### src/rtl/vga_apb_pkg.sv
`default_nettype none
// ============================================================================
// Module   : vga_apb_pkg
// Brief    : Shared types and constants for the VGA configuration APB master:
//            FSM state encoding, watchdog counter width, default timeout.
// Revision : 1.0 - initial release
// ============================================================================
package vga_apb_pkg;

  // Two-bit FSM state encoding shared by the master
  typedef logic [1:0] apb_state_t;

  localparam apb_state_t ST_IDLE   = 2'd0;
  localparam apb_state_t ST_SETUP  = 2'd1;
  localparam apb_state_t ST_ACCESS = 2'd2;
  localparam apb_state_t ST_RESP   = 2'd3;

  // ACCESS-phase watchdog counter width
  localparam int WDOG_WIDTH = 8;

  // Default number of ACCESS cycles tolerated without pready
  localparam int DEFAULT_TIMEOUT_CYCLES = 16;

endpackage
`default_nettype wire

### src/rtl/vga_apb_watchdog.sv
`default_nettype none
// ============================================================================
// Module   : vga_apb_watchdog
// Brief    : ACCESS-phase wait-state counter. Cleared while the master sits in
//            SETUP, counts every stalled ACCESS cycle, and flags expire once
//            TIMEOUT_CYCLES-1 stalled cycles have been seen. The count
//            saturates at the limit so it can never wrap back to zero.
// Revision : 1.0 - initial release
// ============================================================================
module vga_apb_watchdog
  import vga_apb_pkg::*;
#(
  parameter int TIMEOUT_CYCLES = DEFAULT_TIMEOUT_CYCLES
) (
  input  logic clk,
  input  logic resetn,
  input  logic clr,
  input  logic en,
  output logic expire
);

  localparam logic [WDOG_WIDTH-1:0] LIMIT = WDOG_WIDTH'(TIMEOUT_CYCLES - 1);

  logic [WDOG_WIDTH-1:0] r_count;

  // Stalled-cycle counter: clear has priority, saturate at the limit
  always_ff @(posedge clk or negedge resetn) begin
    if (!resetn) begin
      r_count <= '0;
    end else if (clr) begin
      r_count <= '0;
    end else if (en && (r_count != LIMIT)) begin
      r_count <= r_count + 1'b1;
    end
  end

  assign expire = (r_count == LIMIT);

endmodule
`default_nettype wire

### src/rtl/vga_apb_master.sv
`default_nettype none
// ============================================================================
// Module   : vga_apb_master
// Brief    : Single-outstanding APB initiator for the VGA configuration slave.
//            One accepted host request becomes one SETUP/ACCESS transfer; the
//            result is held on the response port until the host takes it.
//            Define VGA_APB_TIMEOUT_EN to add an ACCESS-phase watchdog that
//            aborts a transfer after TIMEOUT_CYCLES cycles without pready.
// Revision : 1.0 - initial release
// ============================================================================
module vga_apb_master
  import vga_apb_pkg::*;
#(
  parameter int DATA_WIDTH     = 32,
  parameter int ADDR_WIDTH     = 32,
  parameter int TIMEOUT_CYCLES = DEFAULT_TIMEOUT_CYCLES
) (
  input  logic                  clk,
  input  logic                  resetn,
  // host request port
  input  logic                  req_valid_i,
  output logic                  req_ready_o,
  input  logic [ADDR_WIDTH-1:0] req_addr_i,
  input  logic [DATA_WIDTH-1:0] req_wdata_i,
  input  logic                  req_write_i,
  // host response port
  output logic                  rsp_valid_o,
  input  logic                  rsp_ready_i,
  output logic [DATA_WIDTH-1:0] rsp_rdata_o,
  output logic                  rsp_slverr_o,
  output logic                  rsp_timeout_o,
  output logic                  busy_o,
  // APB bus
  output logic [ADDR_WIDTH-1:0] paddr_o,
  output logic [DATA_WIDTH-1:0] pwdata_o,
  output logic                  psel_o,
  output logic                  penable_o,
  output logic                  pwrite_o,
  input  logic                  pready_i,
  input  logic                  pslverr_i,
  input  logic [DATA_WIDTH-1:0] prdata_i
);

  apb_state_t r_state;
  apb_state_t w_state_nxt;

  logic w_accept;   // request handshake completes this cycle
  logic w_done;     // slave completes the ACCESS phase this cycle
  logic w_abort;    // watchdog gives up on the ACCESS phase this cycle

`ifdef VGA_APB_TIMEOUT_EN
  logic w_wdog_expire;

  vga_apb_watchdog #(
    .TIMEOUT_CYCLES (TIMEOUT_CYCLES)
  ) u_watchdog (
    .clk    (clk),
    .resetn (resetn),
    .clr    (r_state == ST_SETUP),
    .en     ((r_state == ST_ACCESS) && !pready_i),
    .expire (w_wdog_expire)
  );

  // Completion by the slave wins over a watchdog expiry in the same cycle
  assign w_abort = (r_state == ST_ACCESS) && !pready_i && w_wdog_expire;
`else
  assign w_abort = 1'b0;
`endif

  // FSM state register
  always_ff @(posedge clk or negedge resetn) begin
    if (!resetn) begin
      r_state <= ST_IDLE;
    end else begin
      r_state <= w_state_nxt;
    end
  end

  // FSM next-state decode
  always_comb begin
    w_state_nxt = r_state;
    case (r_state)
      ST_IDLE:   if (req_valid_i)            w_state_nxt = ST_SETUP;
      ST_SETUP:                              w_state_nxt = ST_ACCESS;
      ST_ACCESS: if (pready_i || w_abort)    w_state_nxt = ST_RESP;
      ST_RESP:   if (rsp_ready_i)            w_state_nxt = ST_IDLE;
      default:                               w_state_nxt = ST_IDLE;
    endcase
  end

  // FSM output decode: handshake strobes and unregistered status
  always_comb begin
    req_ready_o = (r_state == ST_IDLE);
    busy_o      = (r_state != ST_IDLE);
    w_accept    = (r_state == ST_IDLE) && req_valid_i;
    w_done      = (r_state == ST_ACCESS) && pready_i;
  end

  // Registered APB and response outputs
  always_ff @(posedge clk or negedge resetn) begin
    if (!resetn) begin
      paddr_o       <= '0;
      pwdata_o      <= '0;
      pwrite_o      <= 1'b0;
      psel_o        <= 1'b0;
      penable_o     <= 1'b0;
      rsp_valid_o   <= 1'b0;
      rsp_rdata_o   <= '0;
      rsp_slverr_o  <= 1'b0;
      rsp_timeout_o <= 1'b0;
    end else begin
      // Request fields are only sampled on acceptance, so they stay put for
      // the whole transfer and linger afterwards in IDLE.
      if (w_accept) begin
        paddr_o  <= req_addr_i;
        pwdata_o <= req_wdata_i;
        pwrite_o <= req_write_i;
        psel_o   <= 1'b1;
      end

      if (r_state == ST_SETUP) begin
        penable_o <= 1'b1;
      end

      if (w_done || w_abort) begin
        psel_o        <= 1'b0;
        penable_o     <= 1'b0;
        rsp_valid_o   <= 1'b1;
        rsp_slverr_o  <= w_done ? pslverr_i : 1'b1;
        rsp_timeout_o <= w_abort;
        rsp_rdata_o   <= (w_done && !pwrite_o) ? prdata_i : '0;
      end

      if ((r_state == ST_RESP) && rsp_ready_i) begin
        rsp_valid_o <= 1'b0;
      end
    end
  end

endmodule
`default_nettype wire

### config.mk
export PLATFORM = sky130hd
export DESIGN_NAME = vga_apb_master
export DESIGN_NICKNAME = d
export VERILOG_FILES = /design/src/rtl/vga_apb_pkg.sv /design/src/rtl/vga_apb_watchdog.sv /design/src/rtl/vga_apb_master.sv
export SDC_FILE = /design/constraint.sdc
export NUM_CORES = 1
export LEC_CHECK = 0
export CAP_MARGIN = 20
export CELL_PAD_IN_SITES_DETAIL_PLACEMENT = 1
export CELL_PAD_IN_SITES_GLOBAL_PLACEMENT = 2
export CORE_MARGIN = 1
export CORE_UTILIZATION = 27
export DETAILED_ROUTE_END_ITERATION = 6
export GPL_TIMING_DRIVEN = 0
export PLACE_DENSITY = 0.88
export SLEW_MARGIN = 20
export SYNTH_ARGS = -nofsm -noshare
export SYNTH_HDL_FRONTEND = slang
export SYNTH_SLANG_ARGS = --single-unit
### constraint.sdc
create_clock -name clk -period 2.68 [get_ports clk]
set_input_delay 0.536 -clock clk [delete_from_list [all_inputs] [get_ports clk]]
set_output_delay 0.536 -clock clk [all_outputs]
set_load 0.02 [all_outputs]
==> impl_table.tex, run 1 <==
\begin{tabular}{lr}
\hline
Metric & Value \\
\hline
\multicolumn{2}{l}{\textbf{Outcome}} \\
\quad Status & completed \\
\multicolumn{2}{l}{\textbf{STA}} \\
\quad Max-slew headroom & 0.648 \\
\quad Tmin final & 2.31 ns \\
\quad Hold Violations, Final & 0 \\
\quad Max Fclk & 0.434 GHz \\
\quad Actual transition at the worst max-transition pin & 0.528 ns \\
\quad Clock skew after layout & 0.00294 ns \\
\quad Count of final max-slew check failures & 0 \\
\quad Crit share post-route & 0.860 \\
\quad Setup repair after global routing missed its margin & no \\
\quad Setup-violating endpoint count in the final report & 0 \\
\quad Fin worst setup slack & 0.374 ns \\
\multicolumn{2}{l}{\textbf{Die}} \\
\quad Starting density of the core & 0.279 \\
\quad Die width & 122 microns \\
\quad Number of placed I/O pins & 207 \\
\quad Die span in y & 122 microns \\
\quad Num rows & 43 \\
\quad Core area & 14000 sq um \\
\quad Area of the die & 15000 sq um \\
\multicolumn{2}{l}{\textbf{CTS}} \\
\quad Post-CTS sizing & 0 \\
\quad Number of buffers created by CTS & 9 \\
\quad Number of hold buffers added after cts & 0 \\
\quad Clock sink total & 103 \\
\quad Worst-skew pair later-pin latency & 0.34 ns \\
\quad Cell chosen for the clock root & clkbuf\_16 \\
\quad Clock slew at the register clock pins of the worst setup and hold paths & 0.06 ns \\
\quad Max Root-Sink Buffers & 2 \\
\quad Post-CTS Setup Bufs & 0 \\
\quad CTS HTree Levels & 3 \\
\quad TritonCTS clock tree & yes \\
\multicolumn{2}{l}{\textbf{Pwr}} \\
\quad Leakage Power & 2.76 nW \\
\quad Pwr/cell area & 1230 nW/um\^{}2 \\
\quad Worst IR Drop VDD & 0.429 mV \\
\multicolumn{2}{l}{\textbf{Synthesis}} \\
\quad Synth Register Bits & 103 \\
\quad Average cell area after synthesis & 16.0 sq um \\
\quad Sequential element share of the synthesized area & 0.660 \\
\quad Distinct cells, synth & 18 \\
\quad Number of cells produced by synthesis & 244 \\
\quad Warning count from the yosys run & 0 \\
\quad Mapped Nets & 353 \\
\quad Cell Area, Synth & 3910 sq um \\
\multicolumn{2}{l}{\textbf{Global route}} \\
\quad Total Routing Usage GR & 0.143 \\
\quad Initial antenna violation count & 0 \\
\quad Residual overflow from global routing & 0 \\
\quad Via count of the first global-routing pass & 3190 \\
\quad Global-route wire length before repair & 16.3 mm \\
\quad Largest net degree at the start of global routing & 55 \\
\multicolumn{2}{l}{\textbf{Final layout}} \\
\quad Layout cells sized above 1 & 0.205 \\
\quad Number of nets at the end of the flow & 570 \\
\quad Fillcell total & 1440 \\
\quad Core utilization of the finished layout & 0.462 \\
\quad Number of inserted diodes & 0 \\
\quad Layout overhead on the synthesized area & 65.5\% \\
\multicolumn{2}{l}{\textbf{Placed design}} \\
\quad Post-place setup slack & 0.589 ns \\
\quad Detail Placement HPWL & 8.18 mm \\
\quad Routability Congestion & 0.697 \\
\quad Count of buffers inserted at the top-level ports & 205 \\
\multicolumn{2}{l}{\textbf{Setup path}} \\
\quad Type of the worst setup path & reg -> out \\
\quad Highest fanout seen on the critical path & 5 \\
\quad Required time of the worst setup path & 2.14 ns \\
\quad Data arrival time of the critical path & 1.77 ns \\
\quad Critical Path Source Type & flop \\
\quad Category of the worst setup path capture point & primary output \\
\multicolumn{2}{l}{\textbf{Route}} \\
\quad DRT iter0 DRCs & 71 \\
\quad Number of detailed-routing iterations run before antenna repair & 4 \\
\quad Via-to-Cell Ratio & 4.44 \\
\quad Remaining DRCs & 0 \\
\quad Final routed wire length divided by cell count & 16.3 microns \\
\quad Vias & 2859 \\
\quad Residual antenna-violating net count after detailed routing & 0 \\
\quad Total length of routed wires & 10.5 mm \\
\multicolumn{2}{l}{\textbf{Run}} \\
\quad Count of maximum capacitance violations & 0 \\
\multicolumn{2}{l}{\textbf{Min path}} \\
\quad Hold/Removal Path Class & in -> async \\
\hline
\end{tabular}
## power by group
| group | switching, mW | leakage, nW | total (mW) | internal [mW] |
|---|---|---|---|---|
| logic | 1.86 | 1.37 | 4.04 | 2.17 |
| clock network | 0.537 | 0.120 | 1.15 | 0.616 |
| registers | 0.412 | 1.27 | 2.74 | 2.33 |
| total | 2.81 | 2.76 | 7.93 | 5.12 |
## registers in the layout, summed over array words and instances, names as in the netlist
signal	cells
rsp_rdata_o	32
rsp_slverr_o	1
rsp_valid_o	1
psel_o	1
pwrite_o	1
r_state	2
penable_o	1
pwdata_o	32
paddr_o	32
## path summary, 6_finish.rpt
path                                   from      endpoint  slack (ns)  depth (start not counted)
worst min-delay path                 resetn  pwdata_o[28]        0.12                          1
max in group asynchronous            resetn   pwdata_o[4]        1.94                          2
worst max-delay path             r_state[0]   req_ready_o        0.37                          3
worst max register to register   r_state[0]  pwdata_o[22]        0.88                          6
worst min register to register  paddr_o[30]   paddr_o[30]        0.50                          1
min in group clk                paddr_o[30]   paddr_o[30]        0.50                          1
## worst max-delay path, cell delays in order, from the launching register on
cell             delay, ns
dfrtp_1               0.41
inv_1                 0.16
ha_1                  0.23
clkdlybuf4s50_1       0.64
## cell families after synthesis
group | after synthesis | synth area share
simple gates | 9 | 0.0125
other cells | 1 | 0.000960
mux | 69 | 0.199
compound gates | 36 | 0.0782
flops | 103 | 0.660
buf+inv | 20 | 0.0307
fa+ha+maj | 6 | 0.0192
## cells in the mapped netlist, drive strengths merged
library cell	count	area, sq um
dfrtp	103	2580
mux2	68	766
a22o	32	280
buf	11	86.3
ha	6	75.1
inv	6	22.5
nand2	4	15.0
nor2	4	15.0
a21oi	3	15.0
clkbuf	3	11.3
a222oi	1	10.0
conb	1	3.75
mux2i	1	10.0
nor3b	1	18.8
## final cells by class
type,instances,area (sq um),area share
Buffer,14,97.6,0.0151
Clock buffer,10,229,0.0354
Clock inverter,4,25.0,0.00387
Inverter,6,22.5,0.00348
Multi-Input combinational cell,121,1210,0.187
Sequential cell,103,2580,0.399
Tap cell,180,225,0.0348
Timing Repair Buffer,206,2080,0.322
## layer usage
layer / vias to the layer above / share of wire / track usage
li1: 1302 / - / -
met1: 1431 / 0.39 / 0.168
met2: 113 / 0.52 / 0.243
met3: 13 / 0.068 / 0.0376
met4: 0 / 0.019 / 0.0671
met5: - / 0 / 0
## cells in the final DEF (no fill, tap or decap), drive strengths merged, types with 3 or more instances in the layout
cell / count
dfrtp: 103
nand2: 4
clkdlybuf4s50: 204
buf: 13
clkbuf: 13
mux2: 68
a22o: 32
a21oi: 3
nor2: 4
ha: 6
inv: 6
## metrics by stage
stage	cells	TNS, ns	cell area (sq um)	total power [mW]	hold WS [ns]
floorplan	244	0	3910	4.77	0.240
global placement	629	-287.30	6180	6.72	0.485
detailed placement	630	0	6210	6.85	0.490
CTS	644	0	6470	8.06	0.135
global route	644	0	6470	8.38	0.152
finish	644	0	6470	7.93	0.122
No activity file was read; power rests on OpenSTA's default activity.
==> run 2, diff against run 1 <==
--- a/config.mk
+++ b/config.mk
@@ -5,15 +5,16 @@
 export SDC_FILE = /design/constraint.sdc
 export NUM_CORES = 1
 export LEC_CHECK = 0
-export CAP_MARGIN = 20
 export CELL_PAD_IN_SITES_DETAIL_PLACEMENT = 1
 export CELL_PAD_IN_SITES_GLOBAL_PLACEMENT = 2
 export CORE_MARGIN = 1
 export CORE_UTILIZATION = 27
 export DETAILED_ROUTE_END_ITERATION = 6
+export GPL_ROUTABILITY_DRIVEN = 1
 export GPL_TIMING_DRIVEN = 0
 export PLACE_DENSITY = 0.88
 export SLEW_MARGIN = 20
 export SYNTH_ARGS = -nofsm -noshare
 export SYNTH_HDL_FRONTEND = slang
 export SYNTH_SLANG_ARGS = --single-unit
+export TNS_END_PERCENT = 10
==> results of run 2 <==
Final layout, timing and power as in run 1 (identical DEF).
==> run 3, diff against run 2 <==
--- a/config.mk
+++ b/config.mk
@@ -5,6 +5,7 @@
 export SDC_FILE = /design/constraint.sdc
 export NUM_CORES = 1
 export LEC_CHECK = 0
+export ABC_CLOCK_PERIOD_IN_PS = 2680
 export CELL_PAD_IN_SITES_DETAIL_PLACEMENT = 1
 export CELL_PAD_IN_SITES_GLOBAL_PLACEMENT = 2
 export CORE_MARGIN = 1
@@ -12,7 +13,7 @@
 export DETAILED_ROUTE_END_ITERATION = 6
 export GPL_ROUTABILITY_DRIVEN = 1
 export GPL_TIMING_DRIVEN = 0
-export PLACE_DENSITY = 0.88
+export PLACE_DENSITY = 0.92
 export SLEW_MARGIN = 20
 export SYNTH_ARGS = -nofsm -noshare
 export SYNTH_HDL_FRONTEND = slang
==> impl_table.tex, run 3 (synthesis gave the netlist of run 1 again) <==
\begin{tabular}{lr}
\hline
Metric & Value \\
\hline
\multicolumn{2}{l}{\textbf{Outcome}} \\
\quad Status & completed \\
\multicolumn{2}{l}{\textbf{STA}} \\
\quad Setup-violating endpoint count in the final report & 0 \\
\quad Tmin final & 2.32 ns \\
\quad Actual transition at the worst max-transition pin & 0.603 ns \\
\quad Hold Violations, Final & 0 \\
\quad Final sum of negative setup slack & 0 ns \\
\quad Crit share post-route & 0.867 \\
\quad Setup repair after global routing missed its margin & no \\
\quad Max-slew headroom & 0.598 \\
\quad Clock skew after layout & 0.00875 ns \\
\quad Max Fclk & 0.431 GHz \\
\quad Count of final max-slew check failures & 0 \\
\multicolumn{2}{l}{\textbf{Route}} \\
\quad Via-to-Cell Ratio & 4.46 \\
\quad Vias & 2874 \\
\quad Residual antenna-violating net count after detailed routing & 0 \\
\quad Remaining DRCs & 0 \\
\quad Number of detailed-routing iterations run before antenna repair & 4 \\
\quad Total length of routed wires & 10.9 mm \\
\quad Final routed wire length divided by cell count & 16.9 microns \\
\quad DRT iter0 DRCs & 59 \\
\multicolumn{2}{l}{\textbf{Setup path}} \\
\quad Critical Path Source Type & flop \\
\quad Highest fanout seen on the critical path & 5 \\
\quad Type of the worst setup path & reg -> out \\
\quad Critical R2R Launch & r\_state[0] \\
\quad Data arrival time of the critical path & 1.79 ns \\
\quad Start point of the critical path & r\_state[0] \\
\quad Category of the worst setup path capture point & primary output \\
\quad Required time of the worst setup path & 2.14 ns \\
\quad Setup slack on the worst flop-to-flop path & 0.84 ns \\
\quad Terminus of the critical flop-to-flop path & rsp\_rdata\_o[19] \\
\quad Worst Reg-to-Reg Cells & 5 \\
\multicolumn{2}{l}{\textbf{Die}} \\
\quad Die span in y & 122 microns \\
\quad Number of placed I/O pins & 207 \\
\quad Die width & 122 microns \\
\quad Area of the die & 15000 sq um \\
\quad Num rows & 43 \\
\quad Core area & 14000 sq um \\
\quad Starting density of the core & 0.279 \\
\multicolumn{2}{l}{\textbf{CTS}} \\
\quad Cell chosen for the clock root & clkbuf\_16 \\
\quad CTS HTree Levels & 3 \\
\quad Number of hold buffers added after cts & 0 \\
\quad Post-CTS Setup Bufs & 0 \\
\quad Post-CTS sizing & 0 \\
\quad TritonCTS clock tree & yes \\
\quad Clock sink total & 103 \\
\quad Number of buffers created by CTS & 9 \\
\quad Max Root-Sink Buffers & 2 \\
\quad Clock slew at the register clock pins of the worst setup and hold paths & 0.07 ns \\
\quad Worst-skew pair later-pin latency & 0.34 ns \\
\multicolumn{2}{l}{\textbf{Global route}} \\
\quad Residual overflow from global routing & 0 \\
\quad Total Routing Usage GR & 0.148 \\
\quad Largest net degree at the start of global routing & 58 \\
\quad Initial antenna violation count & 0 \\
\quad Via count of the first global-routing pass & 3150 \\
\quad Global-route wire length before repair & 16.7 mm \\
\multicolumn{2}{l}{\textbf{Final layout}} \\
\quad Core utilization of the finished layout & 0.464 \\
\quad Number of inserted diodes & 0 \\
\quad Layout overhead on the synthesized area & 66.3\% \\
\quad Most common library cell in the layout ignoring fill and taps & clkdlybuf4s50\_1 \\
\quad Number of nets at the end of the flow & 570 \\
\quad Layout Cell Area excl Fill & 6500 sq um \\
\quad Layout cells sized above 1 & 0.206 \\
\quad Highest-count cells in the layout ignoring fill and taps & clkdlybuf4s50\_1 (204), dfrtp\_1 (103), mux2\_2 (67) \\
\quad Largest registers & paddr\_o: 32 flops, pwdata\_o: 32 flops, rsp\_rdata\_o: 32 flops \\
\multicolumn{2}{l}{\textbf{Run}} \\
\quad Count of maximum capacitance violations & 0 \\
\multicolumn{2}{l}{\textbf{Pwr}} \\
\quad Internal power contribution & 5.20 mW \\
\quad Share of total power consumed by net switching & 0.353 \\
\quad Pwr/cell area & 1240 nW/um\^{}2 \\
\quad Worst IR Drop VDD & 0.433 mV \\
\quad Leakage Power & 2.78 nW \\
\quad Share of total power in sequential cells & 0.340 \\
\quad Switching power total & 2.84 mW \\
\quad Part of the power in the clock network & 0.156 \\
\quad Part of the power in combinational logic & 0.503 \\
\quad Power Total & 8.04 mW \\
\multicolumn{2}{l}{\textbf{Min path}} \\
\quad Hold/Removal Path Class & in -> async \\
\multicolumn{2}{l}{\textbf{Placed design}} \\
\quad Count of buffers inserted at the top-level ports & 205 \\
\quad Placed Area & 6210 sq um \\
\quad Routability Congestion & 0.683 \\
\quad Detail Placement HPWL & 8.36 mm \\
\hline
\end{tabular}
[run 3: final cells by class]
cell class / instances / area, sq um
buffer: 14 / 97.6
clock buffer: 13 / 270
clock inverter: 2 / 15.0
fill: 1431 / 7490
inverter: 6 / 22.5
multi-input combinational: 121 / 1210
sequential: 103 / 2580
tap: 180 / 225
timing repair buffer: 206 / 2080
[run 3: power groups by stage]
stage	registers [mW]	clock network (mW)	logic, mW
floorplan	3.66	0	1.11
global placement	2.71	0	4.01
detailed placement	2.77	0	4.09
CTS	2.75	1.31	4.11
global route	2.84	1.37	4.30
finish	2.73	1.26	4.05
[run 3: stage by stage]
stage,setup slack [ns],hold WS [ns],cells
5_1_grt,0.249,0.136,645
2_1_floorplan,1.02,0.240,244
6_report,0.358,0.122,645
3_3_place_gp,-2.77,0.487,629
4_1_cts,0.343,0.124,645
3_5_place_dp,0.518,0.493,630
[run 3: worst max-delay path by stage]
stage	endpoint	slack, ns	depth (start not counted)
floorplan	r_state[1]	1.02	4
global placement	pwrite_o	-2.77	1
detailed placement	rsp_rdata_o[19]	0.52	4
CTS	req_ready_o	0.34	3
global route	req_ready_o	0.25	3
finish	req_ready_o	0.36	3
[run 3: worst max-delay path: stages (launching register included)]
cell and delay (ns):
dfrtp_1 0.40, inv_1 0.15, ha_1 0.24, clkdlybuf4s50_1 0.65
[run 3: per-layer routing]
metal	up-vias	part of all wire	global-route usage
met3	13	0.081	0.0553
li1	1301	-	-
met1	1443	0.40	0.175
met4	0	0.013	0.0396
met2	117	0.50	0.251
met5	-	0	0
